==> config.mk <==
export PLATFORM = sky130hd
export DESIGN_NAME = rdn_weight_mem
export DESIGN_NICKNAME = d
export VERILOG_FILES = /design/src/rtl/rdn_weight_mem.sv
export SDC_FILE = /design/constraint.sdc
export NUM_CORES = 2
export LEC_CHECK = 0
export BUFFER_PORTS_ARGS = -buffer_cell sky130_fd_sc_hd__buf_2
export CAP_MARGIN = 15
export CORE_ASPECT_RATIO = 1.25
export CORE_MARGIN = 1
export CORE_UTILIZATION = 55
export CTS_BUF_LIST = sky130_fd_sc_hd__clkbuf_4
export CTS_CLUSTER_DIAMETER = 60
export DETAILED_ROUTE_END_ITERATION = 12
export GPL_TIMING_DRIVEN = 0
export HOLD_SLACK_MARGIN = 0.05
export PLACE_DENSITY = 0.76
export SYNTH_ARGS = -nofsm -noshare
export SYNTH_HDL_FRONTEND = slang
export SYNTH_SLANG_ARGS = --single-unit
==> constraint.sdc <==
create_clock -name clk -period 2.2 [get_ports clk]
set_input_delay 0 -clock clk [delete_from_list [all_inputs] [get_ports clk]]
set_output_delay 0 -clock clk [all_outputs]
set_load 0.005 [all_outputs]
==> src/rtl/rdn_weight_mem.sv <==
// Ping-pong line buffer that answers the RDN weight loader's req_mem with a full 32-word line.
// Optional RDN_WEIGHT_MEM_CHKSUM_EN adds a running 16-bit sum of every delivered line on chk_sum.
module rdn_weight_mem #(
    parameter int NUM_LINES = 2,
    parameter int RESP_LAT  = 2
) (
    input  logic              clk,
    input  logic              rst_n,
    input  logic              flush,
    input  logic              host_wr_en,
    input  logic [15:0]       host_wr_data,
    output logic              host_wr_ready,
    input  logic              req_mem,
    output logic              mem_ready,
    output logic [31:0][15:0] mem_data,
    output logic [9:0]        lines_served,
    output logic [15:0]       chk_sum
);

    localparam int LW = $clog2(NUM_LINES);
    localparam int CW = $clog2(NUM_LINES + 1);
    localparam int TW = (RESP_LAT > 1) ? $clog2(RESP_LAT) : 1;

    typedef enum logic [1:0] {S_IDLE, S_WAIT, S_RESP, S_GAP} state_t;

    state_t            state_q, state_d;
    logic [TW-1:0]     lat_q, lat_d;
    logic [LW-1:0]     wr_line_q, rd_line_q;
    logic [4:0]        wr_word_q;
    logic [CW-1:0]     full_cnt_q, full_cnt_d;
    logic              mem_ready_q;
    logic [31:0][15:0] mem_data_q;
    logic [9:0]        lines_served_q;
    logic [15:0]       line_mem_q [NUM_LINES][32];

    logic wr_acc, line_done, line_free, load_resp;

    assign host_wr_ready = (full_cnt_q < CW'(NUM_LINES));
    assign wr_acc        = host_wr_en & host_wr_ready & ~flush;
    assign line_done     = wr_acc & (wr_word_q == 5'd31);
    assign line_free     = (state_q == S_RESP) & ~flush;

    // A line completing in the same cycle one is freed leaves the count unchanged.
    always_comb begin
        full_cnt_d = full_cnt_q;
        if (flush)
            full_cnt_d = '0;
        else if (line_done && !line_free)
            full_cnt_d = full_cnt_q + CW'(1);
        else if (!line_done && line_free)
            full_cnt_d = full_cnt_q - CW'(1);
    end

    always_comb begin
        state_d   = state_q;
        lat_d     = lat_q;
        load_resp = 1'b0;
        case (state_q)
            S_IDLE: begin
                if (req_mem && full_cnt_q != '0) begin
                    if (RESP_LAT == 1) begin
                        state_d   = S_RESP;
                        load_resp = 1'b1;
                    end else begin
                        state_d = S_WAIT;
                        lat_d   = TW'(RESP_LAT - 1);
                    end
                end
            end
            S_WAIT: begin
                lat_d = lat_q - TW'(1);
                if (lat_q == TW'(1)) begin
                    state_d   = S_RESP;
                    load_resp = 1'b1;
                end
            end
            S_RESP:  state_d = S_GAP;
            S_GAP:   state_d = S_IDLE;
            default: state_d = S_IDLE;
        endcase
        if (flush) begin
            state_d   = S_IDLE;
            lat_d     = '0;
            load_resp = 1'b0;
        end
    end

    always_ff @(posedge clk or negedge rst_n) begin
        if (!rst_n) begin
            state_q        <= S_IDLE;
            lat_q          <= '0;
            wr_line_q      <= '0;
            wr_word_q      <= '0;
            rd_line_q      <= '0;
            full_cnt_q     <= '0;
            mem_ready_q    <= 1'b0;
            mem_data_q     <= '0;
            lines_served_q <= '0;
        end else begin
            state_q     <= state_d;
            lat_q       <= lat_d;
            full_cnt_q  <= full_cnt_d;
            mem_ready_q <= load_resp;
            if (load_resp) begin
                for (int k = 0; k < 32; k++)
                    mem_data_q[k] <= line_mem_q[rd_line_q][k];
            end
            if (flush) begin
                wr_line_q <= '0;
                wr_word_q <= '0;
                rd_line_q <= '0;
            end else begin
                if (wr_acc) begin
                    if (line_done) begin
                        wr_word_q <= '0;
                        wr_line_q <= wr_line_q + LW'(1);
                    end else begin
                        wr_word_q <= wr_word_q + 5'd1;
                    end
                end
                if (line_free) begin
                    rd_line_q      <= rd_line_q + LW'(1);
                    lines_served_q <= lines_served_q + 10'd1;
                end
            end
        end
    end

    // Line storage carries no reset; validity is tracked solely by full_cnt and the pointers.
    always_ff @(posedge clk) begin
        if (wr_acc)
            line_mem_q[wr_line_q][wr_word_q] <= host_wr_data;
    end

`ifdef RDN_WEIGHT_MEM_CHKSUM_EN
    logic [15:0] chk_q;
    logic [15:0] line_sum;

    always_comb begin
        line_sum = '0;
        for (int k = 0; k < 32; k++)
            line_sum = line_sum + mem_data_q[k];
    end

    always_ff @(posedge clk or negedge rst_n) begin
        if (!rst_n)
            chk_q <= '0;
        else if (line_free)
            chk_q <= chk_q + line_sum;
    end

    assign chk_sum = chk_q;
`else
    assign chk_sum = '0;
`endif

    assign mem_ready    = mem_ready_q;
    assign mem_data     = mem_data_q;
    assign lines_served = lines_served_q;

endmodule
# ---- Word level (Yosys, flattened, before mapping)
# Memory sizes are Yosys's and may differ from the RTL's. A register that Yosys moved wholly into a read port is not among the register bits.
# Index checks and enable logic that the tools add are counted.
dict set report op_classes {
  n_addsub 7
  magnitude_cmp 3
  eq_ne 6
  muxes 25
  n_bitwise 6
  reduce_logical 18
}
# cell count
set op_table {}
lappend op_table {{512-bit two-way mux} 1}
lappend op_table {{16-bit demux with 5-bit select} 1}
lappend op_table {{16-bit two-way mux} 1}
lappend op_table {{5-bit two-way mux} 3}
lappend op_table {{2-bit two-way mux} 6}
lappend op_table {{1-bit two-way mux} 11}
lappend op_table {{10-bit by 1-bit adder with 10-bit output (second input constant)} 1}
lappend op_table {{2-bit case mux with 4 select lines} 1}
lappend op_table {{2-bit AND reduction} 4}
lappend op_table {{2-bit nonzero test} 4}
lappend op_table {{6-bit greater-or-equal comparator (second input constant)} 1}
lappend op_table {{6-bit by 1-bit < comparator with 1-bit output (second input constant)} 1}
lappend op_table {{3-bit inequality test (second input constant)} 2}
lappend op_table {{5-bit inverter with 6-bit output} 1}
lappend op_table {{3-bit nonzero test} 2}
lappend op_table {{5-bit by 1-bit adder with 5-bit output (second input constant)} 1}
lappend op_table {{5-bit equality test (second input constant)} 1}
lappend op_table {{1-bit AND} 4}
lappend op_table {{2-bit equality test (second input constant)} 2}
lappend op_table {{1-bit logical AND} 4}
lappend op_table {{1-bit zero test} 3}
lappend op_table {{1-bit adder (second input constant)} 2}
lappend op_table {{2-bit by 1-bit adder with 2-bit output (second input constant)} 1}
lappend op_table {{2-bit by 1-bit equality test with 1-bit output (second input constant)} 1}
lappend op_table {{6 further kinds} 6}
dict set report word_totals {
  reg_bits 23
  mem_bits_rw 1024
  inputBits 21
  out_inout_bits 540
  word_cells 74
  n_memories 1
}
# name words width read_ports rd_clocked_by_memory_dff write_ports line_no
set mem_list {}
lappend mem_list {line_mem_q 2 512 1 1 1 34} ;# logic [15:0] line_mem_q [NUM_LINES][32];

# ---- Logic depth before layout (Yosys ltp)
dict set report logic_depth {
  ltp_word 9
  ltp_mapped 9
  mapped_depth_nobuf 6
}

# ---- Worst setup path after synthesis
# OpenSTA, ideal clock, no wires.
dict set report synth_path {
  path_kind {reg-to-reg}
  start {register wr_word_q[4]}
  end {memory line_mem_q[0][432] (netlist name) (enable)}
  setup_time_ps 389
  arrival_ps 1864
  slack_ps -52
  path_stages_with_launch 5
  n_path_buf 2
  period_less_slack_ps 2252
  cell_sequence {dfrtp_1 -> clkbuf_1 -> or3b_2 -> clkbuf_1 -> nor2_1}
}
dict set report synth_via {
  elab_chain_cells 6
  elab_cells_between_ends 7
}
# element line_no
set synth_rtl {}
lappend synth_rtl {{from (decl)} 29} ;# logic [4:0] wr_word_q;
lappend synth_rtl {{from (signal assigned)} 118} ;# wr_word_q <= wr_word_q + 5'd1;
lappend synth_rtl {{5-bit inverter with 6-bit output (implied by the code) (*)} 132} ;# line_mem_q[wr_line_q][wr_word_q] <= host_wr_data;
lappend synth_rtl {{6-bit greater-or-equal comparator (implied by the code) or 6-bit by 1-bit < comparator with 1-bit output (tied branches)} 132}
lappend synth_rtl {{1-bit logical AND (implied by the code)} 132}
lappend synth_rtl {{16-bit two-way mux (implied by the code)} 132}
lappend synth_rtl {{16-bit demux with 5-bit select (*)} 132}
lappend synth_rtl {{512-bit two-way mux (implied by the code) (*)} 132}
lappend synth_rtl {{to (decl)} 34}
# Mark *: on every way between the ends. The rest lies on a longest branch, timed or not.

# ---- Worst setup path in the final report
dict set report layout_path {
  start {register full_cnt_q[1]}
  end {memory line_mem_q[1][28] (netlist name) (enable)}
}
dict set report layout_via {
  elab_chain_cells 5
}
# element line_no
set layout_rtl {}
lappend layout_rtl {{from (decl)} 30} ;# logic [CW-1:0] full_cnt_q, full_cnt_d;
lappend layout_rtl {{from (signal assigned)} 102} ;# full_cnt_q <= full_cnt_d;
lappend layout_rtl {{2-bit < comparator} 38} ;# assign host_wr_ready = (full_cnt_q < CW'(NUM_LINES));
lappend layout_rtl {{1-bit AND (2 in series)} 39} ;# assign wr_acc = host_wr_en & host_wr_ready & ~flush;
lappend layout_rtl {{1-bit two-way mux} 131} ;# if (wr_acc)
lappend layout_rtl {{512-bit two-way mux (implied by the code)} 132}
# Every way passes these cells.

==> run_results.csv <==
group,metric,value,unit
status,status,"complete, no violations",
power_and_ir_drop,power.leakage,26.99,nW
power_and_ir_drop,p_int,56.31,mW
timing,setup_violations,0,
route,via_count,33860,
timing,rsz0062_at_grt,"true",
worst_hold_path,min_path_type,"in -> reg",
route,drt_pass1_iterations,5,
timing,hold_viol_final,0,
yosys,synthFlopType,"edfxtp_1",
power_and_ir_drop,clkPwrFrac,28.4,%
yosys,synth-async-reset-ratio,34.32,%
route,vias_per_cell,5.469,
floorplanning,initial_core_util,55.53,%
setup_path,worstSetupPathType,"reg -> reg",
setup_path,reg2reg_depth,4,
grt,overflow,0,
floorplanning,ioPinCount,561,
setup_path,end_kind,"flop",
place,gp_congestion,0.8077,
setup_path,r2r_start,"full_cnt_q[1]",
timing,worstMarginPinSlew,1.117,ns
timing,post-route-period-util,99.54,%
floorplanning,design.die.area,0.1029,mm^2
timing,tns,0,ns
yosys,synth_area,0.05591,mm^2
clock_tree,cts.sinks,1559,
setup_path,cp_max_fo,11,
timing,fin_skew,0.1282,ns
place,dpl.hpwl,93.38,mm
yosys,synth-edff-count,1024,
clock_tree,cts-root-buf,"clkbuf_4",
grt,grt_pass1_vias,34030,
route,wire_per_inst,23.72,um
yosys,yosys.area_share.simple,4.516,%
clock_tree,cts_tree,"yes",
route,dr.first_iter.drc_count,2715,
setup_path,r2r_setup_slack,0.01,ns
place,io_buffers,543,
floorplanning,fp.coreArea,0.1007,mm^2
place,placed_area,0.06154,mm^2
power_and_ir_drop,p_sw,24.96,mW
power_and_ir_drop,switching_share,30.72,%
grt,grt_max_degree,118,
clock_tree,cts_max_path_buffers,4,
floorplanning,die_h,358.5,um
finish,nets,4606,
power_and_ir_drop,comb_power_share,23.1,%
clock_tree,clk_transition_reported_paths,0.08,ns
route,wirelength,146.9,mm
clock_tree,cts-buffers-inserted,370,
grt,grt_pass1_wl,212.0,mm
worst_hold_path,min_to,"line_mem_q[1][264]",
clock_tree,clock_latency,1.25,ns
yosys,synthMuxAreaShare,9.187,%
worst_hold_path,worstHoldStart,"host_wr_data[8]",
power_and_ir_drop,power_density,1195,mW/mm^2
setup_path,crit_required,3.06,ns
yosys,synth-seq-cells,1559,
setup_path,crit_chain,"and4bb_2, nand2_4, nor2_4, buf_4",
timing,relSlewSlack,25.29,%
setup_path,timing.rr.end,"line_mem_q[1][28]",
yosys,ys_types,42,
finish,syn_to_final_growth,21.66,%
yosys,synthAdderAreaFrac,0.2238,%
yosys,synth_compound_area_share,4.787,%
yosys,synth-seq-area-share,78.95,%
power_and_ir_drop,peakVddDrop,0.7767,mV
yosys,syn_inst,3469,
route,drc,0,
yosys,yosys_warnings,0,
route,final_antenna_net_count,0,
floorplanning,rows,130,
clock_tree,cts_max_level,5,
finish,drive_above_1_share,30.83,%
yosys,synthXorXnorAreaFrac,0.2037,%
timing,fmax,456.6,MHz
power_and_ir_drop,pwr-share-seq,48.5,%
timing,layout_min_cycle_time,2.190,ns
setup_path,worstPathArrival,3.05,ns
grt,globalRouteTotalUtil,28.58,%
floorplanning,die_w,287.2,um
yosys,avgSynthCellArea,16.12,um^2
timing,drv_slew,0,
finish,stdcell_area,0.06802,mm^2
setup_path,critPathLaunchType,"flop",
grt,antenna_found_initial,4,
yosys,synth_top_family_by_area,"multiplexers",
worst_hold_path,worstHoldPathCells,4,
setup_path,crit_slowest_cell,"dfrtp_1",
setup_path,critPathMaxStageDelay,0.49,ns
job,drv_cap,0,
[registers in the layout, summed over array words and instances, names as in the netlist]
name,count
line_mem_q,1024
wr_word_q,5
rd_line_q,1
mem_data,512
lines_served,10
state_q,2
full_cnt_q,2
lat_q,1
mem_ready,1
wr_line_q,1
[critical path: cells and delay by family (launching register included)]
kind	cells	cell delay, ns
DFF	1	0.49
and+or+nand+nor	3	1.12
buffers and inverters	1	0.26
[stage by stage]
stage          instances  setup WS (ns)  power [mW]  hold WS (ns)  util, %
2_1_floorplan       3484       -0.05215       48.24       -0.2956        -
3_3_place_gp        5347         -10.31       57.72        0.3536    59.94
3_5_place_dp        5417         -1.192       58.54      -0.08436    61.12
5_1_grt             6190       -0.03710       85.46        0.2256    67.55
6_report            6191        0.01004       81.27        0.3177    67.56
4_1_cts             6144        -0.2336       81.73        0.1646    66.98
[final cells by class]
type | instances | area [um^2]
repair buffers | 721 | 5116
flip-flops and latches | 1559 | 44140
inverters | 9 | 33.78
clock buffers | 562 | 4219
clock inverters | 97 | 488.0
well taps | 1320 | 1652
plain buffers | 193 | 1179
diodes | 9 | 22.52
multi-input cells | 1721 | 11170
fillers | 6803 | 32670
[synth_stat cells, types with 4 or more instances]
| master | number | area [um^2] |
|---|---|---|
| ha_1 | 10 | 125.1 |
| dfrtp_1 | 535 | 13390 |
| xnor2_1 | 8 | 70.07 |
| o21ai_1 | 300 | 1501 |
| nand4_1 | 4 | 25.02 |
| nand3b_1 | 6 | 45.04 |
| inv_1 | 9 | 33.78 |
| xor2_1 | 5 | 43.79 |
| clkbuf_1 | 61 | 229.0 |
| buf_2 | 81 | 405.4 |
| buf_6 | 34 | 382.9 |
| buf_4 | 18 | 135.1 |
| nand3_1 | 5 | 25.02 |
| mux2i_1 | 512 | 5125 |
| o21ai_0 | 215 | 1076 |
| a21oi_1 | 7 | 35.03 |
| nor2b_1 | 4 | 25.02 |
| edfxtp_1 | 1024 | 30750 |
| nor2_1 | 74 | 277.8 |
| nand2_1 | 528 | 1982 |
[cell families after synthesis]
family	after synthesis
buf+inv	204
flops	1559
mux	513
compound gates	530
other cells	1
simple gates	639
fa+ha+maj	10
xor+xnor	13
[power groups by stage]
stage	registers (mW)	logic, mW	clock network [mW]
after global placement	39.8	17.9	0
after CTS	39.4	18.9	23.5
after global routing	39.8	20.6	25.0
after detailed placement	39.9	18.6	0
after floorplan	39.7	8.56	0
final	39.4	18.8	23.1
[per-layer routing]
metal  vias up  global-route usage, %  wire length [um]
met5         -                      0                 0
met4         0                  13.82              5844
met3       260                  6.802             11280
met2      1445                  47.48             74270
met1     17080                  35.42             55470
li1      15070                      -                 -
[timing repair]
item	CTS	global route
pin swaps	6	24
buffers inserted	15	38
hold endpoints to repair	2962	0
endpoints found under the setup margin	1406	596
gates resized for setup	96	58
hold buffers	55	0
[how the worst max path moves through the flow]
stage	start	end	slack (ns)	cells past startpoint
final	full_cnt_q[1]	line_mem_q[1][28]	0.01	4
after global routing	full_cnt_q[1]	line_mem_q[1][349]	-0.04	4
after CTS	wr_word_q[2]	line_mem_q[1][371]	-0.23	5
after detailed placement	full_cnt_q[1]	line_mem_q[0][156]	-1.19	4
after global placement	rst_n	mem_data[117]	-10.31	1
after floorplan	wr_word_q[4]	line_mem_q[0][432]	-0.05	4
[placed cells by master (no fill, tap or decap), types with 4 or more instances in the layout]
master | netlist | routed
clkbuf_4 | 0 | 562
nand4_1 | 4 | 4
nand2_4 | 0 | 6
buf_2 | 81 | 608
nand3b_1 | 6 | 6
buf_4 | 18 | 91
nand2_1 | 528 | 520
nor2_4 | 0 | 54
bufinv_16 | 0 | 4
clkinv_1 | 0 | 75
edfxtp_1 | 1024 | 1024
clkbuf_1 | 61 | 39
dlygate4sd3_1 | 0 | 41
buf_16 | 0 | 18
nand3_1 | 5 | 4
inv_1 | 9 | 9
buf_8 | 0 | 7
nor2_1 | 74 | 10
mux2i_1 | 512 | 512
o21ai_0 | 215 | 215
clkinv_2 | 0 | 15
o21ai_1 | 300 | 300
buf_6 | 34 | 56
diode_2 | 0 | 9
ha_1 | 10 | 9
clkbuf_2 | 1 | 20
conb_1 | 1 | 16
dfrtp_1 | 535 | 535
buf_12 | 0 | 34
nor2_2 | 0 | 10
xnor2_1 | 8 | 8
xor2_1 | 5 | 5
a21oi_1 | 7 | 7
Note: power is estimated with default switching activity, not from simulation.
